`config.mk`:
```
export PLATFORM = sky130hd
export DESIGN_NAME = apb_gpio_arbiter
export DESIGN_NICKNAME = d
export VERILOG_FILES = /design/src/rtl/apb_gpio_arbiter.sv
export SDC_FILE = /design/constraint.sdc
export NUM_CORES = 1
export LEC_CHECK = 0
export CAP_MARGIN = 20
export CORE_MARGIN = 2
export CORE_UTILIZATION = 35
export DETAILED_ROUTE_END_ITERATION = 10
export GPL_ROUTABILITY_DRIVEN = 0
export PLACE_DENSITY = 0.8
export SLEW_MARGIN = 20
export SYNTH_ARGS = -nofsm -noshare
export SYNTH_HDL_FRONTEND = slang
export SYNTH_SLANG_ARGS = --single-unit
```
`constraint.sdc`:
```
create_clock -name PCLK -period 2.2 [get_ports PCLK]
set_input_delay 0.66 -clock PCLK [delete_from_list [all_inputs] [get_ports PCLK]]
set_output_delay 0.66 -clock PCLK [all_outputs]
set_load 0.02 [all_outputs]
```
`src/rtl/apb_gpio_arbiter.sv`:
```
// Two-requester APB master sharing one GPIO APB slave between independent agents.
// Round-robin arbitration, SETUP/ACCESS transfers, PREADY waits, optional hung-transfer abort.
module apb_gpio_arbiter #(
  parameter int unsigned AW      = 32,
  parameter int unsigned DW      = 32,
  parameter int unsigned TIMEOUT = 16
) (
  input  logic            PCLK,
  input  logic            PRESETn,
  input  logic [1:0]      req,
  input  logic [1:0]      wr,
  input  logic [2*AW-1:0] addr,
  input  logic [2*DW-1:0] wdata,
  output logic [1:0]      done,
  output logic [1:0]      err,
  output logic [DW-1:0]   rdata,
  output logic            busy,
  output logic            PSEL,
  output logic            PENABLE,
  output logic            PWRITE,
  output logic [AW-1:0]   PADDR,
  output logic [DW-1:0]   PWDATA,
  input  logic [DW-1:0]   PRDATA,
  input  logic            PREADY
);

  localparam int unsigned CW = (TIMEOUT > 0) ? $clog2(TIMEOUT + 1) : 1;
  localparam logic [CW-1:0] CntMax   = '1;
  localparam logic [CW-1:0] CntLimit = CW'(TIMEOUT);

  typedef enum logic [1:0] {StIdle, StSetup, StAccess} state_e;

  state_e          state_q, state_d;
  logic            psel_q, psel_d;
  logic            penable_q, penable_d;
  logic            pwrite_q, pwrite_d;
  logic [AW-1:0]   paddr_q, paddr_d;
  logic [DW-1:0]   pwdata_q, pwdata_d;
  logic [1:0]      done_q, done_d;
  logic [1:0]      err_q, err_d;
  logic [DW-1:0]   rdata_q, rdata_d;
  logic            busy_q, busy_d;
  logic            last_q, last_d;
  logic            gnt_q, gnt_d;
  logic [CW-1:0]   cnt_q, cnt_d;
  logic [1:0]      eligible;
  logic            sel;
  logic [CW-1:0]   cnt_inc;

  always_comb begin
    state_d   = state_q;
    psel_d    = psel_q;
    penable_d = penable_q;
    pwrite_d  = pwrite_q;
    paddr_d   = paddr_q;
    pwdata_d  = pwdata_q;
    done_d    = 2'b00;
    err_d     = 2'b00;
    rdata_d   = rdata_q;
    last_d    = last_q;
    gnt_d     = gnt_q;
    cnt_d     = cnt_q;
    sel       = 1'b0;
    // A requester is held off during its own done cycle so the other side gets a turn.
    eligible  = req & ~done_q;
    cnt_inc   = (cnt_q == CntMax) ? cnt_q : cnt_q + CW'(1);

    unique case (state_q)
      StIdle: begin
        if (eligible != 2'b00) begin
          sel       = (eligible == 2'b11) ? ~last_q : eligible[1];
          gnt_d     = sel;
          paddr_d   = sel ? addr[2*AW-1:AW]  : addr[AW-1:0];
          pwdata_d  = sel ? wdata[2*DW-1:DW] : wdata[DW-1:0];
          pwrite_d  = wr[sel];
          psel_d    = 1'b1;
          penable_d = 1'b0;
          state_d   = StSetup;
        end
      end
      StSetup: begin
        penable_d = 1'b1;
        cnt_d     = '0;
        state_d   = StAccess;
      end
      StAccess: begin
        if (PREADY) begin
          psel_d        = 1'b0;
          penable_d     = 1'b0;
          done_d[gnt_q] = 1'b1;
          if (!pwrite_q) rdata_d = PRDATA;
          last_d        = gnt_q;
          state_d       = StIdle;
        end else begin
          cnt_d = cnt_inc;
          if ((TIMEOUT != 0) && (cnt_inc == CntLimit)) begin
            psel_d        = 1'b0;
            penable_d     = 1'b0;
            done_d[gnt_q] = 1'b1;
            err_d[gnt_q]  = 1'b1;
            rdata_d       = '0;
            last_d        = gnt_q;
            state_d       = StIdle;
          end
        end
      end
      default: state_d = StIdle;
    endcase

    busy_d = (state_d != StIdle);
  end

  always_ff @(posedge PCLK or negedge PRESETn) begin
    if (!PRESETn) begin
      state_q   <= StIdle;
      psel_q    <= 1'b0;
      penable_q <= 1'b0;
      pwrite_q  <= 1'b0;
      paddr_q   <= '0;
      pwdata_q  <= '0;
      done_q    <= 2'b00;
      err_q     <= 2'b00;
      rdata_q   <= '0;
      busy_q    <= 1'b0;
      last_q    <= 1'b1;
      gnt_q     <= 1'b0;
      cnt_q     <= '0;
    end else begin
      state_q   <= state_d;
      psel_q    <= psel_d;
      penable_q <= penable_d;
      pwrite_q  <= pwrite_d;
      paddr_q   <= paddr_d;
      pwdata_q  <= pwdata_d;
      done_q    <= done_d;
      err_q     <= err_d;
      rdata_q   <= rdata_d;
      busy_q    <= busy_d;
      last_q    <= last_d;
      gnt_q     <= gnt_d;
      cnt_q     <= cnt_d;
    end
  end

  assign done    = done_q;
  assign err     = err_q;
  assign rdata   = rdata_q;
  assign busy    = busy_q;
  assign PSEL    = psel_q;
  assign PENABLE = penable_q;
  assign PWRITE  = pwrite_q;
  assign PADDR   = paddr_q;
  assign PWDATA  = pwdata_q;

endmodule

```
==> results.cfg <==
[logic_synthesis]
ys_warn_count = 0
synth_async_sr_flop_share_pct = 100
ys_types = 42
dominantRegCellSynth = dfrtp_1
ys_seq_elements = 113
synth_edf_count = 0
avgSynthCellArea_um2 = 10.3
yosysSeqAreaShare_pct = 53.7
syn_nets = 685
synth_cells = 513
synth_area_um2 = 5270

[setup_path]
crit_chain = clkdlybuf4s50_1
worst_path_largest_cell_delay_ns = 0.64
critPathMaxFanout = 2
cp.arrival_ns = 1.42
critical_path.slowest_cell = clkdlybuf4s50_1
worstPathRequired_ns = 1.54
critPathBufInv = 1
r2r_cells = 6
path_class = register to primary output
r2r_setup_slack_ns = 0.25
crit_path_start_kind = register
r2r_start = cnt_q[1]
crit_family = buffers and inverters
crit_cells = 1
r2r_end = rdata[13]
crit_path_end_kind = primary output

[timing]
fin_crit_sh_pct = 94.3
tns_ns = 0
maxSlewViolCount = 0
max_freq_mhz = 482
maxSlewHeadroom_pct = 60.0
tightest_slew_ns = 0.600
hold_viol_final = 0
min_period_ns = 2.08
setup_violations = 0
rsz0062_at_grt = no
final.setup.worst_slack_ns = 0.125
clock_skew_ns = 0.00725

[global_routing]
grt_pass1_wl_um = 25100
antenna_found_initial = 0
grt_max_degree = 110
grt_pass1_vias = 5002
groute.usage.overall_pct = 20.0
grt.overflow.total = 0

[final_layout]
synthToLayoutAreaGrowth_pct = 69.7
n_antenna_cell = 0
mostFrequentLayoutCells = clkdlybuf4s50_1, nand2_1, dfrtp_1
fill_cells = 1222
finalCoreUtilization_pct = 61.0
nets = 968
post_route_cells_drive_above_1_share_pct = 11.5
layout_commonest_cell = clkdlybuf4s50_1

[clocking]
ctsResizeCount = 0
cts-root-buf = clkbuf_16
cts_tree = yes
post_cts_buffers = 0
ctsHoldBuffers = 0
cts_buffers = 17
cts_sinks = 113
clk_pin_slew_ns = 0.05
clk-insertion-delay-late_ns = 0.41
cts_buffer_depth = 2
h-tree-depth = 4

[pwr]
vdd_ir_drop_max_mv = 0.762
p_leak_nw = 3.99
p_per_area_nw_per_um2 = 1340

[run]
drv_cap = 0

[drt]
wire_per_inst_um = 15.7
wirelength_um = 15600
via_per_inst = 4.73
drtIter0Drc = 141
drtAntennaViolNets = 0
drcViolationCount = 0
drtPass1Iterations = 4
vias = 4700

[place]
placement.io_buffers = 270
dp_slack_ns = -0.0916
place_hpwl_um = 11600

[die]
die_y_um = 127
die_area_um2 = 16000
fp.dieW_um = 127
io_pins = 271
initial_core_util_pct = 36.0
core_um2 = 14600
std_cell_rows = 44

[worst_hold_path]
hold_path_class = primary input to async pin

[run_status]
status = finished clean
-- sequential cells by signal, summed over array words and instances (netlist names) --
name / count
PADDR: 32
PWDATA: 32
rdata: 32
cnt_q: 5
done: 2
err: 2
state_q: 2
PENABLE: 1
PSEL: 1
PWRITE: 1
busy: 1
gnt_q: 1
last_q: 1
-- worst max path at each step --
| stage | end | from | slack [ns] |
|---|---|---|---|
| floorplan | last_q | cnt_q[0] | 0.41 |
| global placement | PWDATA[7] | req[0] | -0.07 |
| detailed placement | PADDR[8] | req[0] | -0.09 |
| CTS | PWRITE | PWRITE | 0.04 |
| global route | PWDATA[3] | PWDATA[3] | 0.04 |
| finish | PADDR[8] | PADDR[8] | 0.12 |
-- area by class of cell --
cell class                 instances  area (um^2)  area share, %
clock buffer                      21          460           5.15
multi-input combinational        362         2240           25.1
inverter                           5         18.8          0.210
clock inverter                    11          113           1.26
tap                              184          230           2.58
sequential                       113         2830           31.6
timing repair buffer             297         3040           34.0
-- where the power goes --
group          leakage (nW)  internal (W)  total, W  switching, W
clock network         0.278       0.00171   0.00266      0.000947
registers              1.41       0.00303   0.00357      0.000544
logic                  2.31       0.00281   0.00575       0.00294
total                  3.99       0.00755    0.0120       0.00443
-- per-layer routing --
metal / GRT usage, % / up-vias / part of all wire, %
met5: 0 / - / 0
met4: 7.30 / 0 / 1.9
met3: 8.39 / 28 / 10
met2: 34.7 / 212 / 49
met1: 21.9 / 2149 / 39
li1: - / 2311 / -
-- cell families (layout without fill, tap and decap cells) --
| group | count (synthesis) | in the layout | share of synthesized area [%] |
|---|---|---|---|
| AOI/OAI and AO/OA | 124 | 124 | 14.6 |
| and+or+nand+nor | 165 | 165 | 13.2 |
| muxes | 68 | 68 | 13.3 |
| adders and majority gates | 5 | 5 | 1.19 |
| buffers and inverters | 38 | 334 | 4.11 |
| DFF | 113 | 113 | 53.7 |
-- metrics by stage --
| stage | total power [W] | area, um^2 | hold WS [ns] | instances |
|---|---|---|---|---|
| after detailed placement | 0.00941 | 8360 | 0.469 | 961 |
| after global placement | 0.00926 | 8360 | 0.460 | 961 |
| after floorplan | 0.00640 | 5270 | 0.364 | 513 |
| after global routing | 0.0127 | 8940 | 0.0352 | 993 |
| after CTS | 0.0121 | 8940 | 0.0340 | 993 |
| final | 0.0120 | 8940 | 0.0582 | 993 |
-- cells in the mapped netlist, types with 2 or more instances --
| cell type | instances | area, um^2 |
|---|---|---|
| buf_2 | 8 | 40.0 |
| nand2b_1 | 2 | 12.5 |
| nand2_1 | 138 | 518 |
| o21ai_1 | 9 | 45.0 |
| nor2_1 | 5 | 18.8 |
| o21ai_2 | 21 | 184 |
| clkbuf_1 | 16 | 60.1 |
| o21ai_0 | 72 | 360 |
| inv_1 | 4 | 15.0 |
| buf_6 | 8 | 90.1 |
| a21bo_2 | 2 | 20.0 |
| and2b_1 | 4 | 30.0 |
| mux2i_1 | 66 | 661 |
| nor2b_1 | 6 | 37.5 |
| a21oi_1 | 8 | 40.0 |
| nor3_1 | 2 | 10.0 |
| dfrtp_1 | 112 | 2800 |
| ha_1 | 5 | 62.6 |
| and2_1 | 2 | 12.5 |
Note: power is estimated with default switching activity, not from simulation.
